### config.mk
export PLATFORM = sky130hd
export DESIGN_NAME = instruction_loader
export DESIGN_NICKNAME = d
export VERILOG_FILES = /design/src/rtl/instruction_loader.sv
export SDC_FILE = /design/constraint.sdc
export NUM_CORES = 1
export LEC_CHECK = 0
export BUFFER_PORTS_ARGS = -buffer_cell sky130_fd_sc_hd__buf_2
export CELL_PAD_IN_SITES_DETAIL_PLACEMENT = 1
export CELL_PAD_IN_SITES_GLOBAL_PLACEMENT = 1
export CORE_ASPECT_RATIO = 0.7
export CORE_UTILIZATION = 49
export CTS_BUF_LIST = sky130_fd_sc_hd__clkbuf_8
export DETAILED_ROUTE_END_ITERATION = 10
export PLACE_DENSITY_LB_ADDON = 0.1
export SYNTH_ARGS = -nofsm -noshare
export SYNTH_HDL_FRONTEND = slang
export SYNTH_SLANG_ARGS = --single-unit
### constraint.sdc
create_clock -name i_Clk -period 3.3 [get_ports i_Clk]
set_input_delay 0.33 -clock i_Clk [delete_from_list [all_inputs] [get_ports i_Clk]]
set_output_delay 0.33 -clock i_Clk [all_outputs]
set_load 0.02 [all_outputs]
### src/rtl/instruction_loader.sv
// Boot-time loader: parses a length-prefixed, checksummed byte stream into the
// instruction memory write port and holds the core in reset until the load verifies.
module instruction_loader #(
    parameter int ADDR_W  = 9,
    parameter int INSTR_W = 9
) (
    input  logic               i_Clk,
    input  logic               i_Reset,
    input  logic               i_Start,
    input  logic [7:0]         i_Byte,
    input  logic               i_ByteValid,
    output logic               o_ByteReady,
    output logic [ADDR_W-1:0]  o_Addr,
    output logic [INSTR_W-1:0] o_WrData,
    output logic               o_WrEn,
    output logic               o_CoreReset,
    output logic               o_Busy,
    output logic               o_Done,
    output logic               o_Error
);

    typedef enum logic [2:0] {
        IDLE, LEN_LO, LEN_HI, DAT_LO, DAT_HI, CHECK, DONE, ERROR
    } state_t;

    state_t             state;
    logic [7:0]         len_lo;
    logic [7:0]         lo_byte;
    logic [7:0]         csum;
    logic [ADDR_W-1:0]  last_addr;
    logic [ADDR_W-1:0]  addr_cnt;

    logic               accept;
    logic [15:0]        len16;
    logic [15:0]        word16;
    logic               len_bad;
    logic               word_bad;
    logic [7:0]         csum_nx;

    // o_ByteReady is high exactly in the byte-consuming states, so it doubles as the state qualifier.
    assign accept   = i_ByteValid & o_ByteReady;
    assign len16    = {i_Byte, len_lo};
    assign word16   = {i_Byte, lo_byte};
    assign len_bad  = (len16 >> ADDR_W) != 16'd0;
    assign word_bad = (word16 >> INSTR_W) != 16'd0;
    assign csum_nx  = csum + i_Byte;

    // NOTE: all state and outputs use non-blocking assignments so every branch sees pre-edge values.
    always_ff @(posedge i_Clk or posedge i_Reset) begin
        if (i_Reset) begin
            state       <= IDLE;
            len_lo      <= '0;
            lo_byte     <= '0;
            csum        <= '0;
            last_addr   <= '0;
            addr_cnt    <= '0;
            o_ByteReady <= 1'b0;
            o_Addr      <= '0;
            o_WrData    <= '0;
            o_WrEn      <= 1'b0;
            o_CoreReset <= 1'b1;
            o_Busy      <= 1'b0;
            o_Done      <= 1'b0;
            o_Error     <= 1'b0;
        end else begin
            o_WrEn <= 1'b0;
            case (state)
                IDLE, DONE, ERROR: begin
                    if (i_Start) begin
                        state       <= LEN_LO;
                        addr_cnt    <= '0;
                        csum        <= '0;
                        o_Done      <= 1'b0;
                        o_Error     <= 1'b0;
                        o_CoreReset <= 1'b1;
                        o_Busy      <= 1'b1;
                        o_ByteReady <= 1'b1;
                    end
                end
                LEN_LO: begin
                    if (accept) begin
                        len_lo <= i_Byte;
                        csum   <= csum_nx;
                        state  <= LEN_HI;
                    end
                end
                LEN_HI: begin
                    if (accept) begin
                        if (len_bad) begin
                            state       <= ERROR;
                            o_Error     <= 1'b1;
                            o_Busy      <= 1'b0;
                            o_ByteReady <= 1'b0;
                        end else begin
                            last_addr <= len16[ADDR_W-1:0];
                            csum      <= csum_nx;
                            state     <= DAT_LO;
                        end
                    end
                end
                DAT_LO: begin
                    if (accept) begin
                        lo_byte <= i_Byte;
                        csum    <= csum_nx;
                        state   <= DAT_HI;
                    end
                end
                DAT_HI: begin
                    if (accept) begin
                        if (word_bad) begin
                            state       <= ERROR;
                            o_Error     <= 1'b1;
                            o_Busy      <= 1'b0;
                            o_ByteReady <= 1'b0;
                        end else begin
                            o_WrEn   <= 1'b1;
                            o_Addr   <= addr_cnt;
                            o_WrData <= word16[INSTR_W-1:0];
                            csum     <= csum_nx;
                            // The counter stops at the last address rather than wrapping.
                            if (addr_cnt == last_addr) begin
                                state <= CHECK;
                            end else begin
                                addr_cnt <= addr_cnt + ADDR_W'(1);
                                state    <= DAT_LO;
                            end
                        end
                    end
                end
                CHECK: begin
                    if (accept) begin
                        o_Busy      <= 1'b0;
                        o_ByteReady <= 1'b0;
                        if (csum_nx == 8'd0) begin
                            state       <= DONE;
                            o_Done      <= 1'b1;
                            o_CoreReset <= 1'b0;
                        end else begin
                            state   <= ERROR;
                            o_Error <= 1'b1;
                        end
                    end
                end
                default: state <= IDLE;
            endcase
        end
    end

endmodule

==> impl_metrics.tcl, run 1 <==
set metrics [dict create \
    cts_hold_buf 0 \
    die_y_um 72.29 \
    clock_sinks 68 \
    critical-path-max-stage-delay_ps 430 \
    syn_nets 329 \
    drc 0 \
    min_period_ps 2632 \
    grt_pass1_wl_mm 14.52 \
    wl_mm 8.926 \
    worstPathRequired_ps 3580 \
    die-width_um 102.4 \
    ir_worst_vdd_mv 0.3795 \
    final_common_cell "dfrtp_1" \
    synth_edf_count 0 \
    final.fill_count 742 \
    area_delta_synth_final_pct 15.59 \
    grt_pass1_vias 2708 \
    reg2reg_to "o_CoreReset$_DFFE_PP1P_" \
    root_buffer "clkbuf_8" \
    cts_tree "yes" \
    place.gp.congestion 0.8019 \
    timing.fmax_mhz 380.0 \
    p_leak_nw 1.974 \
    slew_viol_final 0 \
    hold_viol 0 \
    numCtsBuffers 9 \
    critPathKind "reg2reg" \
    final.period_utilization_pct 79.75 \
    slew_headroom_pct 39.36 \
    die-area_um2 7403 \
    ys_ff_latch 68 \
    initial_utilization_pct 50.95 \
    hpwl_mm 6.081 \
    reg2reg_from "csum[0]$_DFFE_PP0P_" \
    core-area_um2 6788 \
    antenna_found_initial 0 \
    critPathLaunchType "flop" \
    yosys_warnings 0 \
    via_per_inst 5.823 \
    cts_setup_buffers 0 \
    worstMarginPinSlew_ps 907.2 \
    cp_num_buf_inv 0 \
    skew_ps 10.05 \
    place_area_um2 3736 \
    synthArstFlopShare_pct 100.0 \
    clk_latency_ps 350 \
    ff2ff_path_depth 8 \
    final-setup-viol-count 0 \
    grt_use_total_pct 26.82 \
    io_buffers 35 \
    routedWlPerCell_um 20.01 \
    grt_max_degree 38 \
    synth_ff_type "dfrtp_1" \
    cap_viol_max_count 0 \
    critPathTopFamily "compound AO/OA/AOI/OAI gates" \
    multi_input_area_um2 1665 \
    stdcell_area_um2 3998 \
    worstPathArrival_ps 2910 \
    drive_above_1_share_pct 30.97 \
    syn_area_per_cell_um2 11.23 \
    synth_cell_types 49 \
    io_pins 36 \
    synth.cell_area_um2 3458 \
    crit_chain "ha_1 -> fa_1 -> a211oi_1 -> o21ba_2 -> o2111ai_1 -> nor4b_2 -> nand4_1 -> o21a_1" \
    cp-end-kind "flop" \
    vias 2597 \
    synth_cells 308 \
    diodes 0 \
    cts_buffer_depth 2 \
    slowest_stage "a211oi_1" \
    rsz0062_at_grt "no" \
    drt_iter0_drc 118 \
    rrSetupSlack_ps 670 \
    outcome "complete, no violations" \
    clk_pin_slew_ps 80 \
    regArea_um2 1703 \
    htree_levels 3 \
    final_cell_mix "67 x dfrtp_1, 43 x mux2_2, 35 x buf_2, 30 x nand2_1, 18 x o21ai_0" \
    power_density_nw_per_um2 731.7 \
    nNetsFinal 369 \
    timing.setup.tns_ps 0 \
    ctsResizeCount 0 \
    grt.overflow.total 0 \
    drt_first_pass_iters 4 \
    crit_fanout 3 \
    hold_path_class "in2async" \
    seq_area_frac_synth_pct 49.24 \
    num_rows 25 \
    detail-route-antenna-nets 0 \
]
==> worst max path at each step <==
| stage | from | to | slack, ps | depth (start not counted) |
|---|---|---|---|---|
| after floorplan | csum[0]$_DFFE_PP0P_ | o_CoreReset$_DFFE_PP1P_ | 1040 | 8 |
| after global placement | i_Byte[0] | o_CoreReset$_DFFE_PP1P_ | 690 | 9 |
| after global routing | csum[0]$_DFFE_PP0P_ | state[0]$_DFFE_PP0P_ | 510 | 8 |
| final | csum[0]$_DFFE_PP0P_ | o_CoreReset$_DFFE_PP1P_ | 670 | 8 |
| after detailed placement | i_Byte[0] | o_CoreReset$_DFFE_PP1P_ | 590 | 9 |
| after CTS | csum[0]$_DFFE_PP0P_ | o_CoreReset$_DFFE_PP1P_ | 690 | 8 |
==> Yosys cell counts (3+ instances only) <==
| master | n | share of area [%] |
|---|---|---|
| nor4b_2 | 3 | 1.3 |
| nand3_1 | 5 | 0.72 |
| o21ai_0 | 18 | 2.6 |
| a211oi_1 | 3 | 0.65 |
| mux2_2 | 43 | 14 |
| inv_1 | 8 | 0.87 |
| dfrtp_1 | 67 | 48 |
| buf_2 | 9 | 1.3 |
| nor2_1 | 12 | 1.3 |
| or4_1 | 4 | 0.87 |
| ha_1 | 8 | 2.9 |
| o31ai_1 | 8 | 1.7 |
| nor3b_1 | 7 | 1.5 |
| o21a_1 | 5 | 1.1 |
| nand4_1 | 4 | 0.72 |
| xnor2_1 | 3 | 0.76 |
| xor2_1 | 10 | 2.5 |
| nor3_1 | 9 | 1.3 |
| mux2i_1 | 3 | 0.87 |
| nand2_1 | 30 | 3.3 |
| a21oi_1 | 8 | 1.2 |
| nand2b_1 | 6 | 1.1 |
==> stage by stage <==
stage	util [%]	worst slack, ps	instances	power [mW]	hold slack [ps]
after floorplan	-	1042	308	1.768	447.3
after global placement	55.04	685.8	431	1.966	446.5
after detailed placement	55.04	588.6	431	2.008	452.1
after CTS	58.89	689.7	446	2.939	75.50
after global routing	58.89	507.8	446	3.090	91.54
final	58.89	668.4	446	2.925	60.76
==> metal layers <==
layer	global-route usage [%]	up-vias	part of all wire (%)	wire (µm)
met5	0	-	0	0
met4	7.778	0	1.4	121
met3	5.973	16	5.0	447
li1	-	1200	-	-
met1	37.56	1307	46	4145
met2	42.13	74	47	4212
==> kinds of logic after synthesis <==
| kind of cell | Yosys count | share of synthesized area (%) |
|---|---|---|
| flip-flops | 68 | 49.24 |
| AO/OA/AOI/OAI | 56 | 10.53 |
| XOR/XNOR | 13 | 3.292 |
| AND/OR/NAND/NOR | 96 | 15.99 |
| adder cells (fa/ha/maj) | 9 | 3.473 |
| multiplexers | 46 | 14.87 |
| buffers and inverters | 20 | 2.605 |
==> report_power, final <==
group          switching (mW)  leakage [nW]  internal [mW]  total, mW
logic                   0.536         0.932          0.361      0.896
registers               0.139         0.912          0.973       1.11
clock network           0.340         0.129          0.577      0.917
==> worst min-delay path, cell delays in order <==
cell and delay, ps:
buf_2 100, inv_2 40, buf_4 370
==> flip-flops by register name, summed over array words and instances, names as in the netlist <==
register	count
o_WrEn	1
o_Addr	9
csum	8
addr_cnt	9
state	3
o_CoreReset	1
lo_byte	8
last_addr	9
o_Error	1
o_Done	1
o_Busy	1
len_lo	8
o_WrData	9
==> layout make-up <==
| class | count | area share, % |
|---|---|---|
| sequential | 68 | 42.60 |
| multi-input combinational | 220 | 41.66 |
| timing repair buffer | 41 | 5.509 |
| clock inverter | 6 | 3.443 |
| clock buffer | 9 | 3.099 |
| tap | 94 | 2.942 |
| inverter | 8 | 0.7512 |
(Power assumes the default switching activity.)
==> run 2, diff against run 1 <==
==> constraint.sdc (replaced) <==
create_clock -name i_Clk -period 2.5 [get_ports i_Clk]
set_input_delay 0.25 -clock i_Clk [delete_from_list [all_inputs] [get_ports i_Clk]]
set_output_delay 0.25 -clock i_Clk [all_outputs]
set_load 0.02 [all_outputs]
==> run 2 against run 1 <==
Power grew 34%; combinational power up 64%; critical endpoint unchanged; clock power up 11%; register-to-register slack got worse by 550 ps; critical path depth up 1; clock-buffer cell count unchanged; clock skew about the same; sequential power increased by 28%; routed wire length is 5.4% higher; design area up 3.6%.
==> impl_metrics.tcl, run 2 (synthesis results as in run 1) <==
set metrics [dict create \
    outcome "complete, no violations" \
    crit_fanout 3 \
    final.period_utilization_pct 95.41 \
    routedWlPerCell_um 20.33 \
    area_delta_synth_final_pct 19.75 \
    slew_headroom_pct 54.52 \
    final_cell_mix "67 x dfrtp_1, 43 x mux2_2, 35 x buf_2, 29 x nand2_1, 20 x buf_4" \
    drt_first_pass_iters 4 \
    final.fill_count 739 \
    cap_viol_max_count 0 \
    htree_levels 3 \
    final-setup-viol-count 0 \
    fin_cells 463 \
    clk_pin_slew_ps 80 \
    power_density_nw_per_um2 943.7 \
    grt_max_degree 31 \
    grt_pass1_vias 2841 \
    nNetsFinal 385 \
    grt_pass1_wl_mm 15.41 \
    cts_buffer_depth 2 \
    dpl.cell_count 445 \
    die_y_um 72.29 \
    slew_viol_final 0 \
    grt_use_total_pct 28.51 \
    hpwl_mm 6.586 \
    skew_ps 10.03 \
    antenna_found_initial 0 \
    num_rows 25 \
    min_period_ps 2385 \
    timing.fmax_mhz 419.3 \
    critPathLaunchType "flop" \
    core-area_um2 6788 \
    critPathTopFamily "compound AO/OA/AOI/OAI gates" \
    worstMarginPinSlew_ps 677.6 \
    vias 2660 \
    drc 0 \
    drive_above_1_share_pct 36.04 \
    wl_mm 9.411 \
    worstPathRequired_ps 2780 \
    io_pins 36 \
    critical-path-max-stage-delay_ps 430 \
    crit_chain "ha_2 -> fa_2 -> a211oi_4 -> buf_4 -> nor2_1 -> a211oi_2 -> and2_1 -> nand4_1 -> o21a_1" \
    place.gp.congestion 0.7786 \
    p_leak_nw 2.041 \
    slowest_stage "fa_2" \
    clock_sinks 68 \
    clk_latency_ps 350 \
    multi_input_area_um2 1719 \
    regArea_um2 1703 \
    hold_path_class "in2reg" \
    critPathKind "reg2reg" \
    via_per_inst 5.745 \
    cp-end-kind "flop" \
    numCtsBuffers 9 \
    cp_num_buf_inv 1 \
    worstPathArrival_ps 2670 \
    drt_iter0_drc 122 \
    root_buffer "clkbuf_8" \
    hold_viol 0 \
    hold_ws_ps 223.7 \
    die-area_um2 7403 \
    detail-route-antenna-nets 0 \
    initial_utilization_pct 50.95 \
    diodes 0 \
    io_buffers 35 \
    ir_worst_vdd_mv 0.6262 \
    cts_tree "yes" \
    die-width_um 102.4 \
    final_common_cell "dfrtp_1" \
    grt.overflow.total 0 \
]
==> run 2: changes by cell type in the layout (fill, tap and decap cells not counted), moves of 2 or more <==
cell / delta
clkinvlp_4: +2
buf_4: +14
a211oi_1: -2
bufinv_16: -2
==> run 2: worst reg2reg max path, stage by stage (launching register included) <==
cell and delay, ps:
dfrtp_1 400, ha_2 200, fa_2 430, a211oi_4 290
buf_4 150, nor2_1 70, a211oi_2 320, and2_1 170
nand4_1 130, o21a_1 150
==> run 2: layout make-up <==
cell class                 count  area share (%)
tap                           94           2.840
clock inverter                 7           2.236
timing repair buffer          57           8.580
multi-input combinational    220           41.51
clock buffer                   9           2.991
sequential                    68           41.12
inverter                       8          0.7251
==> run 2: metrics by stage <==
stage | setup slack [ps] | setup TNS, ps | power, mW | cell area (µm²) | utilization, %
floorplan | 242.2 | 0 | 2.334 | 3458 | -
global placement | 54.37 | 0 | 2.704 | 3854 | 56.77
detailed placement | -83.12 | -208.4 | 2.777 | 3854 | 56.77
CTS | 21.85 | 0 | 3.822 | 4085 | 60.18
global route | -8.561 | -15.66 | 4.141 | 4141 | 61.01
finish | 114.8 | 0 | 3.908 | 4141 | 61.01
==> run 2: worst paths after layout <==
| check | from | end | slack, ps | cells past startpoint |
|---|---|---|---|---|
| setup / recovery | csum[0]$_DFFE_PP0P_ | o_CoreReset$_DFFE_PP1P_ | 110 | 9 |
| hold / removal | i_Byte[0] | lo_byte[0]$_DFFE_PP0P_ | 220 | 2 |
| setup reg to reg | csum[0]$_DFFE_PP0P_ | o_CoreReset$_DFFE_PP1P_ | 110 | 9 |
| hold reg to reg | o_Done$_DFFE_PP0P_ | o_Done$_DFFE_PP0P_ | 500 | 2 |
| max in group asynchronous | i_Reset | o_CoreReset$_DFFE_PP1P_ | 1310 | 4 |
| min in group asynchronous | i_Reset | o_Addr[0]$_DFFE_PP0P_ | 540 | 3 |
==> run 2: per-layer routing <==
layer / routed length, µm / vias to the layer above / GRT usage [%] / part of all wire (%)
li1: - / 1231 / - / -
met1: 4537 / 1369 / 40.98 / 48
met2: 4490 / 50 / 45.34 / 48
met3: 304 / 10 / 5.780 / 3.2
met4: 78 / 0 / 5.397 / 0.83
met5: 0 / - / 0 / 0
==> run 2: where the power goes <==
part           switching (mW)  internal [mW]  leakage [nW]
Clock                   0.461          0.558         0.107
Combinational           0.862          0.610          1.02
Sequential              0.133           1.29         0.912
==> run 2: timing repair <==
item	in CTS	in global routing
pin swaps	0	6
endpoints found under the setup margin	3	4
resized for setup	1	10
hold endpoints to repair	27	0
buffers inserted	0	1
hold buffers	1	0
